--- config.mk ---
export PLATFORM = sky130hd
export DESIGN_NAME = apb_master_arb_flat
export DESIGN_NICKNAME = d
export VERILOG_FILES = /design/src/rtl/apb_master_arb_if.sv /design/src/rtl/apb_master_arb.sv /design/src/flat_wrapper.sv
export SDC_FILE = /design/constraint.sdc
export NUM_CORES = 1
export LEC_CHECK = 0
export ABC_CLOCK_PERIOD_IN_PS = 3400
export BUFFER_PORTS_ARGS = -buffer_cell sky130_fd_sc_hd__buf_2
export CAP_MARGIN = 40
export CORE_ASPECT_RATIO = 1.1
export CORE_MARGIN = 1
export CORE_UTILIZATION = 40
export CTS_BUF_LIST = sky130_fd_sc_hd__clkbuf_2 sky130_fd_sc_hd__clkbuf_4 sky130_fd_sc_hd__clkbuf_8
export DETAILED_ROUTE_END_ITERATION = 12
export PLACE_DENSITY = 0.77
export SYNTH_ARGS = -nofsm -noshare
export SYNTH_HDL_FRONTEND = slang
export SYNTH_SLANG_ARGS = --single-unit
--- constraint.sdc ---
create_clock -name PClk -period 3.4 [get_ports PClk]
set_input_delay 0.17 -clock PClk [delete_from_list [all_inputs] [get_ports PClk]]
set_output_delay 0.17 -clock PClk [all_outputs]
set_load 0.01 [all_outputs]
--- src/rtl/apb_master_arb_if.sv ---
// Bundle shared by the round-robin APB master and its agents: requester
// handshake, response pulses and the APB bus (PSel/PEnable/PWrite/PAddr/PWData/PRData).
interface apb_master_arb_if #(
    parameter int N_REQ  = 2,
    parameter int ADDR_W = 32,
    parameter int DATA_W = 32
);
    logic [N_REQ-1:0]        req_valid;
    logic [N_REQ-1:0]        req_write;
    logic [N_REQ*ADDR_W-1:0] req_addr;
    logic [N_REQ*DATA_W-1:0] req_wdata;
    logic [N_REQ-1:0]        req_ready;
    logic [N_REQ-1:0]        rsp_valid;
    logic [DATA_W-1:0]       rsp_rdata;
    logic                    PSel;
    logic                    PEnable;
    logic                    PWrite;
    logic [ADDR_W-1:0]       PAddr;
    logic [DATA_W-1:0]       PWData;
    logic [DATA_W-1:0]       PRData;

    modport master (
        input  req_valid, req_write, req_addr, req_wdata, PRData,
        output req_ready, rsp_valid, rsp_rdata,
        output PSel, PEnable, PWrite, PAddr, PWData
    );

    modport slave (
        output req_valid, req_write, req_addr, req_wdata, PRData,
        input  req_ready, rsp_valid, rsp_rdata,
        input  PSel, PEnable, PWrite, PAddr, PWData
    );
endinterface

--- src/rtl/apb_master_arb.sv ---
// Round-robin APB master sharing one APB bus between N_REQ requesters.
// Optional macro ARB_PRIO0_EN: requester 0 gets absolute priority over the round robin.
module apb_master_arb #(
    parameter int N_REQ  = 2,
    parameter int ADDR_W = 32,
    parameter int DATA_W = 32
) (
    input  logic             PClk,
    input  logic             Rst,
    apb_master_arb_if.master bus
);
    localparam int               IDX_W    = (N_REQ > 1) ? $clog2(N_REQ) : 1;
    localparam logic [IDX_W:0]   N_REQ_W  = (IDX_W + 1)'(N_REQ);
    localparam logic [IDX_W-1:0] LAST_IDX = IDX_W'(N_REQ - 1);

    typedef enum logic [1:0] {IDLE, SETUP, ACCESS} state_t;

    state_t            state;
    logic [IDX_W-1:0]  rr;
    logic [IDX_W-1:0]  gnt;

    logic [ADDR_W-1:0] addr_arr  [N_REQ];
    logic [DATA_W-1:0] wdata_arr [N_REQ];

    logic              rr_valid;
    logic [IDX_W-1:0]  rr_win;
    logic              win_valid;
    logic [IDX_W-1:0]  win;
    logic              adv_rr;

    generate
        for (genvar gi = 0; gi < N_REQ; gi++) begin : g_unpack
            assign addr_arr[gi]  = bus.req_addr[gi*ADDR_W +: ADDR_W];
            assign wdata_arr[gi] = bus.req_wdata[gi*DATA_W +: DATA_W];
        end
    endgenerate

    // First asserted req_valid at or after the rr pointer, wrapping modulo N_REQ.
    always_comb begin : rr_search
        logic [IDX_W:0] sum;
        sum      = '0;
        rr_valid = 1'b0;
        rr_win   = '0;
        for (int off = 0; off < N_REQ; off++) begin
            sum = {1'b0, rr} + (IDX_W + 1)'(off);
            if (sum >= N_REQ_W) begin
                sum = sum - N_REQ_W;
            end
            if (!rr_valid && bus.req_valid[sum[IDX_W-1:0]]) begin
                rr_valid = 1'b1;
                rr_win   = sum[IDX_W-1:0];
            end
        end
    end

`ifdef ARB_PRIO0_EN
    // Requester 0 pre-empts the rotation and never moves the pointer.
    always_comb begin
        win_valid = rr_valid;
        win       = rr_win;
        adv_rr    = 1'b1;
        if (bus.req_valid[0]) begin
            win_valid = 1'b1;
            win       = '0;
            adv_rr    = 1'b0;
        end
    end
`else
    assign win_valid = rr_valid;
    assign win       = rr_win;
    assign adv_rr    = 1'b1;
`endif

    always_ff @(posedge PClk or negedge Rst) begin
        if (!Rst) begin
            state         <= IDLE;
            rr            <= '0;
            gnt           <= '0;
            bus.PSel      <= 1'b0;
            bus.PEnable   <= 1'b0;
            bus.PWrite    <= 1'b0;
            bus.PAddr     <= '0;
            bus.PWData    <= '0;
            bus.req_ready <= '0;
            bus.rsp_valid <= '0;
            bus.rsp_rdata <= '0;
        end else begin
            bus.req_ready <= '0;
            bus.rsp_valid <= '0;
            case (state)
                IDLE: begin
                end
                SETUP: begin
                    bus.PEnable <= 1'b1;
                    state       <= ACCESS;
                end
                ACCESS: begin
                    bus.rsp_valid[gnt] <= 1'b1;
                    if (!bus.PWrite) begin
                        bus.rsp_rdata <= bus.PRData;
                    end
                    bus.PSel    <= 1'b0;
                    bus.PEnable <= 1'b0;
                    state       <= IDLE;
                end
                default: state <= IDLE;
            endcase

            // A grant from IDLE or ACCESS overrides the return-to-idle above,
            // which gives back-to-back transfers with PSel held high.
            if (state != SETUP && win_valid) begin
                bus.PSel            <= 1'b1;
                bus.PEnable         <= 1'b0;
                bus.PWrite          <= bus.req_write[win];
                bus.PAddr           <= addr_arr[win];
                bus.PWData          <= wdata_arr[win];
                bus.req_ready[win]  <= 1'b1;
                gnt                 <= win;
                state               <= SETUP;
                if (adv_rr) begin
                    rr <= (win == LAST_IDX) ? '0 : win + IDX_W'(1);
                end
            end
        end
    end
endmodule

--- src/flat_wrapper.sv ---
// flat-port wrapper written by rule: the top's interface ports become plain ports
module apb_master_arb_flat 
#(
    parameter int N_REQ  = 2,
    parameter int ADDR_W = 32,
    parameter int DATA_W = 32
)
  (PClk, Rst, bus_req_valid, bus_req_write, bus_req_addr, bus_req_wdata, bus_PRData, bus_req_ready, bus_rsp_valid, bus_rsp_rdata, bus_PSel, bus_PEnable, bus_PWrite, bus_PAddr, bus_PWData);
  apb_master_arb_if #(.N_REQ(N_REQ), .ADDR_W(ADDR_W), .DATA_W(DATA_W)) bus_i ();
  input  logic PClk;
  input  logic Rst;
  input wire logic [$bits(bus_i.req_valid)-1:0] bus_req_valid;
  input wire logic [$bits(bus_i.req_write)-1:0] bus_req_write;
  input wire logic [$bits(bus_i.req_addr)-1:0] bus_req_addr;
  input wire logic [$bits(bus_i.req_wdata)-1:0] bus_req_wdata;
  input wire logic [$bits(bus_i.PRData)-1:0] bus_PRData;
  output wire logic [$bits(bus_i.req_ready)-1:0] bus_req_ready;
  output wire logic [$bits(bus_i.rsp_valid)-1:0] bus_rsp_valid;
  output wire logic [$bits(bus_i.rsp_rdata)-1:0] bus_rsp_rdata;
  output wire logic [$bits(bus_i.PSel)-1:0] bus_PSel;
  output wire logic [$bits(bus_i.PEnable)-1:0] bus_PEnable;
  output wire logic [$bits(bus_i.PWrite)-1:0] bus_PWrite;
  output wire logic [$bits(bus_i.PAddr)-1:0] bus_PAddr;
  output wire logic [$bits(bus_i.PWData)-1:0] bus_PWData;
  assign bus_i.req_valid = bus_req_valid;
  assign bus_i.req_write = bus_req_write;
  assign bus_i.req_addr = bus_req_addr;
  assign bus_i.req_wdata = bus_req_wdata;
  assign bus_i.PRData = bus_PRData;
  assign bus_req_ready = bus_i.req_ready;
  assign bus_rsp_valid = bus_i.rsp_valid;
  assign bus_rsp_rdata = bus_i.rsp_rdata;
  assign bus_PSel = bus_i.PSel;
  assign bus_PEnable = bus_i.PEnable;
  assign bus_PWrite = bus_i.PWrite;
  assign bus_PAddr = bus_i.PAddr;
  assign bus_PWData = bus_i.PWData;
  apb_master_arb #(.N_REQ(N_REQ), .ADDR_W(ADDR_W), .DATA_W(DATA_W)) u_core (.PClk(PClk), .Rst(Rst), .bus(bus_i));
endmodule
=== After elaboration in Yosys (flattened, before gate mapping) ===
Index checks and enable logic that the tools add are counted.
W data, S select, Z words.

* $add $sub $neg: 4
* $lt $le $gt $ge: 9
* Equal/unequal tests: 4
* Mux-type cells: 31
* Bitwise operators: 2
* Reductions and logical operators: 9

{| class="wikitable"
|+ Operator list
! kind !! number
|-
| $mux W32 || 6
|-
| $mux W1 || 18
|-
| $lt A1 B2 Y1 const B || 4
|-
| $mux W2 || 3
|-
| $ge A2 B2 Y1 const B || 2
|-
| $logic_and A1 B1 Y1 || 4
|-
| $ne A2 B1 Y1 const B || 2
|-
| $pmux W2 S2 || 1
|-
| $reduce_bool A3 Y1 || 1
|-
| $add A1 B1 Y2 const B || 1
|-
| $demux W1 S1 || 2
|-
| $eq A2 B1 Y1 const B || 1
|-
| $eq A2 B2 Y1 const B || 1
|-
| $ge A1 B1 Y1 const B || 2
|-
| $ge A1 B2 Y1 const B || 1
|-
| $logic_not A2 Y1 || 1
|-
| $not A1 Y2 || 1
|-
| $pmux W1 S2 || 1
|-
| $reduce_and A2 Y1 || 1
|-
| $reduce_bool A2 Y1 || 1
|-
| $sub A1 B1 Y1 const B || 2
|-
| $add A1 B1 Y1 const B || 1
|-
| $logic_not A1 Y1 || 1
|-
| $not A1 Y1 || 1
|}

* Register bits: 107
* Input bits: 166
* Output and inout port bits: 103
* Word-level logic and storage cells: 70

=== Depth between registers and ports, before layout ===
* Depth after elaboration: 13
* Depth in mapped cells: 6

=== Worst setup path before layout ===
No wires, ideal clock.

* Path kind: register to register
* From: register u_core.state[0]
* To: register u_core.bus.rsp_rdata[12]
* Arrival time: 1337 ps
* Required time: 3275 ps
* Setup slack: 1938 ps
* Stages on the path, launching flop included: 5
* Buffers on the path: 1
* Period minus slack after synthesis: 1462 ps
* Path through: dfrtp_1 > nand2b_1 > nor2_1 > buf_2 > mux2_2

* Cells in the longest elaborated chain, start to end: 2

{| class="wikitable"
|+ Ends and longest elaborated chain
! item !! RTL line !! RTL
|-
| from (decl) || apb_master_arb.sv:18 || <nowiki>state_t state;</nowiki>
|-
| from (signal assigned) || apb_master_arb.sv:76 || <nowiki>state <= IDLE;</nowiki>
|-
| from (signal assigned) || apb_master_arb.sv:95 || <nowiki>state <= ACCESS;</nowiki>
|-
| from (signal assigned) || apb_master_arb.sv:104 || <nowiki>state <= IDLE;</nowiki>
|-
| $eq A2 B2 Y1 || apb_master_arb.sv:90 || <nowiki>case (state)</nowiki>
|-
| $reduce_and A2 Y1 (no line) || -- ||
|-
| to (signal assigned) || apb_master_arb.sv:100 || <nowiki>bus.rsp_rdata <= bus.PRData;</nowiki>
|-
| to (decl) || apb_master_arb_if.sv:24 || <nowiki>output req_ready, rsp_valid, rsp_rdata,</nowiki>
|}

Every way passes these cells.
A chain may end at the register's enable or synchronous reset.

=== Worst setup path after layout ===
* From: register u_core.state[1]
* To: register u_core.bus.PAddr[1]

* Cells in the longest elaborated chain, start to end: 2

{| class="wikitable"
|+ Ends and longest elaborated chain
! item !! RTL line !! RTL
|-
| $ne A2 B1 Y1 || apb_master_arb.sv:111 || <nowiki>if (state != SETUP && win_valid) begin</nowiki>
|-
| $logic_and A1 B1 Y1 || apb_master_arb.sv:111 ||
|-
| to (signal assigned) || apb_master_arb.sv:115 || <nowiki>bus.PAddr <= addr_arr[win];</nowiki>
|-
| to (decl) || apb_master_arb_if.sv:25 || <nowiki>output PSel, PEnable, PWrite, PAddr, PWData</nowiki>
|}

Every way passes these cells.

==> run_summary.xml <==
<?xml version="1.0" encoding="UTF-8"?>
<metrics>
  <group name="global_route">
    <metric name="grt_antenna_before_repair" unit="">0</metric>
    <metric name="grt_max_degree" unit="">67</metric>
    <metric name="global_route_wire_length_before_repair" unit="um">21900</metric>
    <metric name="global_route.overflow_total" unit="">0</metric>
    <metric name="grtUsageTotal" unit="%">23.7</metric>
    <metric name="first_global_vias" unit="">4214</metric>
  </group>
  <group name="worst_setup_path">
    <metric name="critPathBufInv" unit="">2</metric>
    <metric name="critPathCapture" unit="">u_core.bus.PAddr[1]</metric>
    <metric name="worst-endpoint-arrival" unit="ps">2530</metric>
    <metric name="crit_path_cell_trace" unit="">nor2b_4 &gt; o21bai_4 &gt; buf_16 &gt; buf_4 &gt; a221o_1</metric>
    <metric name="critical_setup_path_class" unit="">flip-flop to flip-flop</metric>
    <metric name="worst_r2r_startpoint" unit="">u_core.state[1]</metric>
    <metric name="worst-endpoint-required" unit="ps">3700</metric>
    <metric name="critPathLaunch" unit="">u_core.state[1]</metric>
    <metric name="setup.worst_path.end_class" unit="">flip-flop</metric>
    <metric name="r2r_cells" unit="">5</metric>
    <metric name="max_stage_delay" unit="ps">520</metric>
    <metric name="critical_path.startpoint_type" unit="">flip-flop</metric>
    <metric name="timing.reg2reg.setup_slack" unit="ps">1170</metric>
    <metric name="worst_r2r_endpoint" unit="">u_core.bus.PAddr[1]</metric>
    <metric name="slowest_stage" unit="">nor2b_4</metric>
    <metric name="worstSetupPathDepth" unit="">5</metric>
    <metric name="cp_delay_by_family_top" unit="">compound AO/OA/AOI/OAI gates</metric>
    <metric name="worstPathMaxFanout" unit="">28</metric>
  </group>
  <group name="yosys">
    <metric name="asyncSetResetFlopFracSynth" unit="%">100</metric>
    <metric name="synth_enable_flop_cells" unit="">0</metric>
    <metric name="post_synth_num_cell_types" unit="">22</metric>
    <metric name="yosysTopAreaCell" unit="">dfrtp_1</metric>
    <metric name="synth.top_cells.by_count" unit="">dfrtp_1, nand2_1, a221o_1, nor3_1, mux2_2</metric>
    <metric name="post-synth-top-count-cell" unit="">dfrtp_1</metric>
    <metric name="synth_seq_cells" unit="">107</metric>
    <metric name="synth_area" unit="sq um">4600</metric>
    <metric name="synth_flop_cell" unit="">dfrtp_1</metric>
    <metric name="synth-seq-area-share" unit="%">58.2</metric>
    <metric name="mean_area_per_synthesized_cell" unit="sq um">11.7</metric>
    <metric name="postSynthNetCount" unit="">559</metric>
    <metric name="count_of_synthesis_stage_warnings_from_yosys" unit="">0</metric>
    <metric name="ys_top_cells_by_area" unit="">dfrtp_1, a221o_1, mux2_2</metric>
    <metric name="syn_inst" unit="">393</metric>
    <metric name="synth_top_area_share" unit="%">58.2</metric>
  </group>
  <group name="floorplanning">
    <metric name="core_region_area" unit="sq um">11100</metric>
    <metric name="die_h" unit="um">114</metric>
    <metric name="initial_core_util" unit="%">41.6</metric>
    <metric name="die_width" unit="um">104</metric>
    <metric name="placementRows" unit="">40</metric>
    <metric name="design.die.area" unit="sq um">11900</metric>
    <metric name="top_level_ports" unit="">269</metric>
  </group>
  <group name="timing">
    <metric name="final_slew_violations" unit="">0</metric>
    <metric name="relative_max_transition_margin" unit="%">42.4</metric>
    <metric name="setup-violations-final" unit="">0</metric>
    <metric name="worst_clock_skew" unit="ps">10.9</metric>
    <metric name="layout_setup_ws" unit="ps">1170</metric>
    <metric name="timing_worst_slew_pin_value" unit="ps">861</metric>
    <metric name="grt_setup_unrepaired" unit="">no</metric>
    <metric name="totalNegativeSetupSlack" unit="ps">0</metric>
    <metric name="timing.final.crit_share" unit="%">65.6</metric>
    <metric name="finalHoldViolations" unit="">0</metric>
    <metric name="clock.fmax" unit="GHz">0.448</metric>
    <metric name="clock_period_minus_final_worst_setup_slack" unit="ps">2230</metric>
  </group>
  <group name="route">
    <metric name="via_count" unit="">4256</metric>
    <metric name="routedWlPerCell" unit="um">17.6</metric>
    <metric name="drc_violations_left" unit="">0</metric>
    <metric name="routed_wirelength" unit="um">14000</metric>
    <metric name="drtIter0Drc" unit="">302</metric>
    <metric name="drtPass1Iterations" unit="">4</metric>
    <metric name="detail_route.vias_per_cell" unit="">5.35</metric>
    <metric name="drt.antenna.violating_nets" unit="">0</metric>
  </group>
  <group name="worst_hold_path">
    <metric name="worstHoldPathType" unit="">primary input to flip-flop</metric>
  </group>
  <group name="power">
    <metric name="pwr-share-clk" unit="%">14.6</metric>
    <metric name="comb_power_share" unit="%">44.0</metric>
    <metric name="power.density_cell_area" unit="nW/um^2">876</metric>
    <metric name="power_frac_seq" unit="%">41.4</metric>
    <metric name="report.power.total" unit="uW">5480</metric>
    <metric name="cellLeakagePower" unit="uW">0.00320</metric>
    <metric name="power.switching" unit="uW">2090</metric>
    <metric name="vdd_drop_max" unit="mV">0.351</metric>
    <metric name="cellInternalPower" unit="uW">3380</metric>
    <metric name="power_switching_share" unit="%">38.2</metric>
  </group>
  <group name="clock_tree">
    <metric name="htree_num_levels" unit="">3</metric>
    <metric name="hold_buffers" unit="">1</metric>
    <metric name="worst_skew_pair.late_latency" unit="ps">360</metric>
    <metric name="worst_setup_hold_path_clk_slew" unit="ps">100</metric>
    <metric name="postCtsSetupRepairBufs" unit="">0</metric>
    <metric name="root_buffer" unit="">clkbuf_8</metric>
    <metric name="postCtsResizedCells" unit="">0</metric>
    <metric name="cts_max_path_buffers" unit="">2</metric>
    <metric name="cts_tree" unit="">done</metric>
    <metric name="cts.sinks" unit="">107</metric>
    <metric name="cts-buffers-inserted" unit="">9</metric>
  </group>
  <group name="placed_design">
    <metric name="dpl_worst_slack" unit="ps">1160</metric>
    <metric name="io_buffers" unit="">268</metric>
    <metric name="finalWeightedCongestion" unit="">0.800</metric>
    <metric name="detailed_place_hpwl" unit="um">10200</metric>
  </group>
  <group name="run_status">
    <metric name="status" unit="">finished, final reports clean</metric>
  </group>
  <group name="finish">
    <metric name="post-route-util" unit="%">56.5</metric>
    <metric name="fillCellCount" unit="">989</metric>
    <metric name="total_nets_final" unit="">809</metric>
    <metric name="multi_input_comb_area" unit="sq um">1710</metric>
    <metric name="final-seq-area" unit="sq um">2680</metric>
    <metric name="post_route_cells_drive_above_1_share" unit="%">50.8</metric>
    <metric name="syn2layout_area_growth" unit="%">35.9</metric>
    <metric name="antenna_cells_inserted" unit="">0</metric>
  </group>
  <group name="flow_run">
    <metric name="max_cap_viol_count" unit="">0</metric>
  </group>
</metrics>
[worst register-to-register path, stage by stage (launching register included)]
cell and delay, ps:
dfrtp_1 430, nor2b_4 520, o21bai_4 420, buf_16 240, buf_4 330, a221o_1 220
[cell type report]
cell class / instances / area share, %
well taps: 147 / 2.94
multi-input cells: 242 / 27.3
inverters: 4 / 0.240
flip-flops and latches: 107 / 42.8
repair buffers: 279 / 23.4
clock buffers: 10 / 2.10
clock inverters: 6 / 1.18
[how the worst min path moves through the flow]
stage                                start                  endpoint  slack [ps]  cells past startpoint
after floorplan                        Rst       u_core.bus.PAddr[0]        -130                      0
after global placement                 Rst  u_core.bus.rsp_rdata[20]         190                      1
final                       bus_PRData[26]  u_core.bus.rsp_rdata[26]          30                      2
after detailed placement               Rst  u_core.bus.rsp_rdata[23]         200                      1
after global routing        bus_PRData[25]  u_core.bus.rsp_rdata[25]           8                      2
after CTS                 bus_req_addr[11]      u_core.bus.PAddr[11]           5                      2
[sequential cells by signal, indices dropped and copies added (netlist names)]
signal	count
u_core.bus.PAddr	32
u_core.bus.PWData	32
u_core.bus.rsp_rdata	32
u_core.bus.req_ready	2
u_core.bus.rsp_valid	2
u_core.state	2
u_core.bus.PEnable	1
u_core.bus.PSel	1
u_core.bus.PWrite	1
u_core.gnt	1
u_core.rr	1
[cells by family (layout without fill, tap and decap cells)]
logic type | count (synthesis) | after routing | share of synthesized area [%]
multiplexers | 32 | 32 | 7.83
AO/OA/AOI/OAI | 69 | 69 | 15.3
adder cells (fa/ha/maj) | 1 | 1 | 0.218
AND/OR/NAND/NOR | 140 | 140 | 13.6
buffers and inverters | 44 | 299 | 4.87
flip-flops | 107 | 107 | 58.2
[stage by stage]
stage / std cells / area (sq um) / hold WS [ps]
6_report: 795 / 6250 / 25.5
5_1_grt: 795 / 6250 / 7.79
2_1_floorplan: 393 / 4600 / -126
3_3_place_gp: 777 / 6010 / 193
3_5_place_dp: 778 / 6040 / 202
4_1_cts: 795 / 6250 / 4.74
[power by group through the flow]
stage | logic [uW] | registers, uW | clock network [uW]
2_1_floorplan | 1160 | 2510 | 0
3_3_place_gp | 2340 | 2260 | 0
3_5_place_dp | 2450 | 2280 | 0
4_1_cts | 2450 | 2270 | 825
5_1_grt | 2600 | 2340 | 874
6_report | 2410 | 2270 | 800
[layout by cell type (no fill, tap or decap), types with 2 or more instances in the layout]
cell	n
a221o_1	65
buf_2	267
mux2_2	30
inv_1	4
a21o_1	2
nor2_1	2
mux2_1	2
clkbuf_8	9
inv_6	2
buf_4	9
nand2_1	67
dfrtp_1	107
nor3_1	65
clkinv_4	3
[layer usage]
metal	GRT usage, %	share of wire [%]
met2	40.6	51
met3	4.84	7.1
met1	29.6	40
met5	0	0
met4	9.24	1.7
Power figures use the tool's default switching activity.
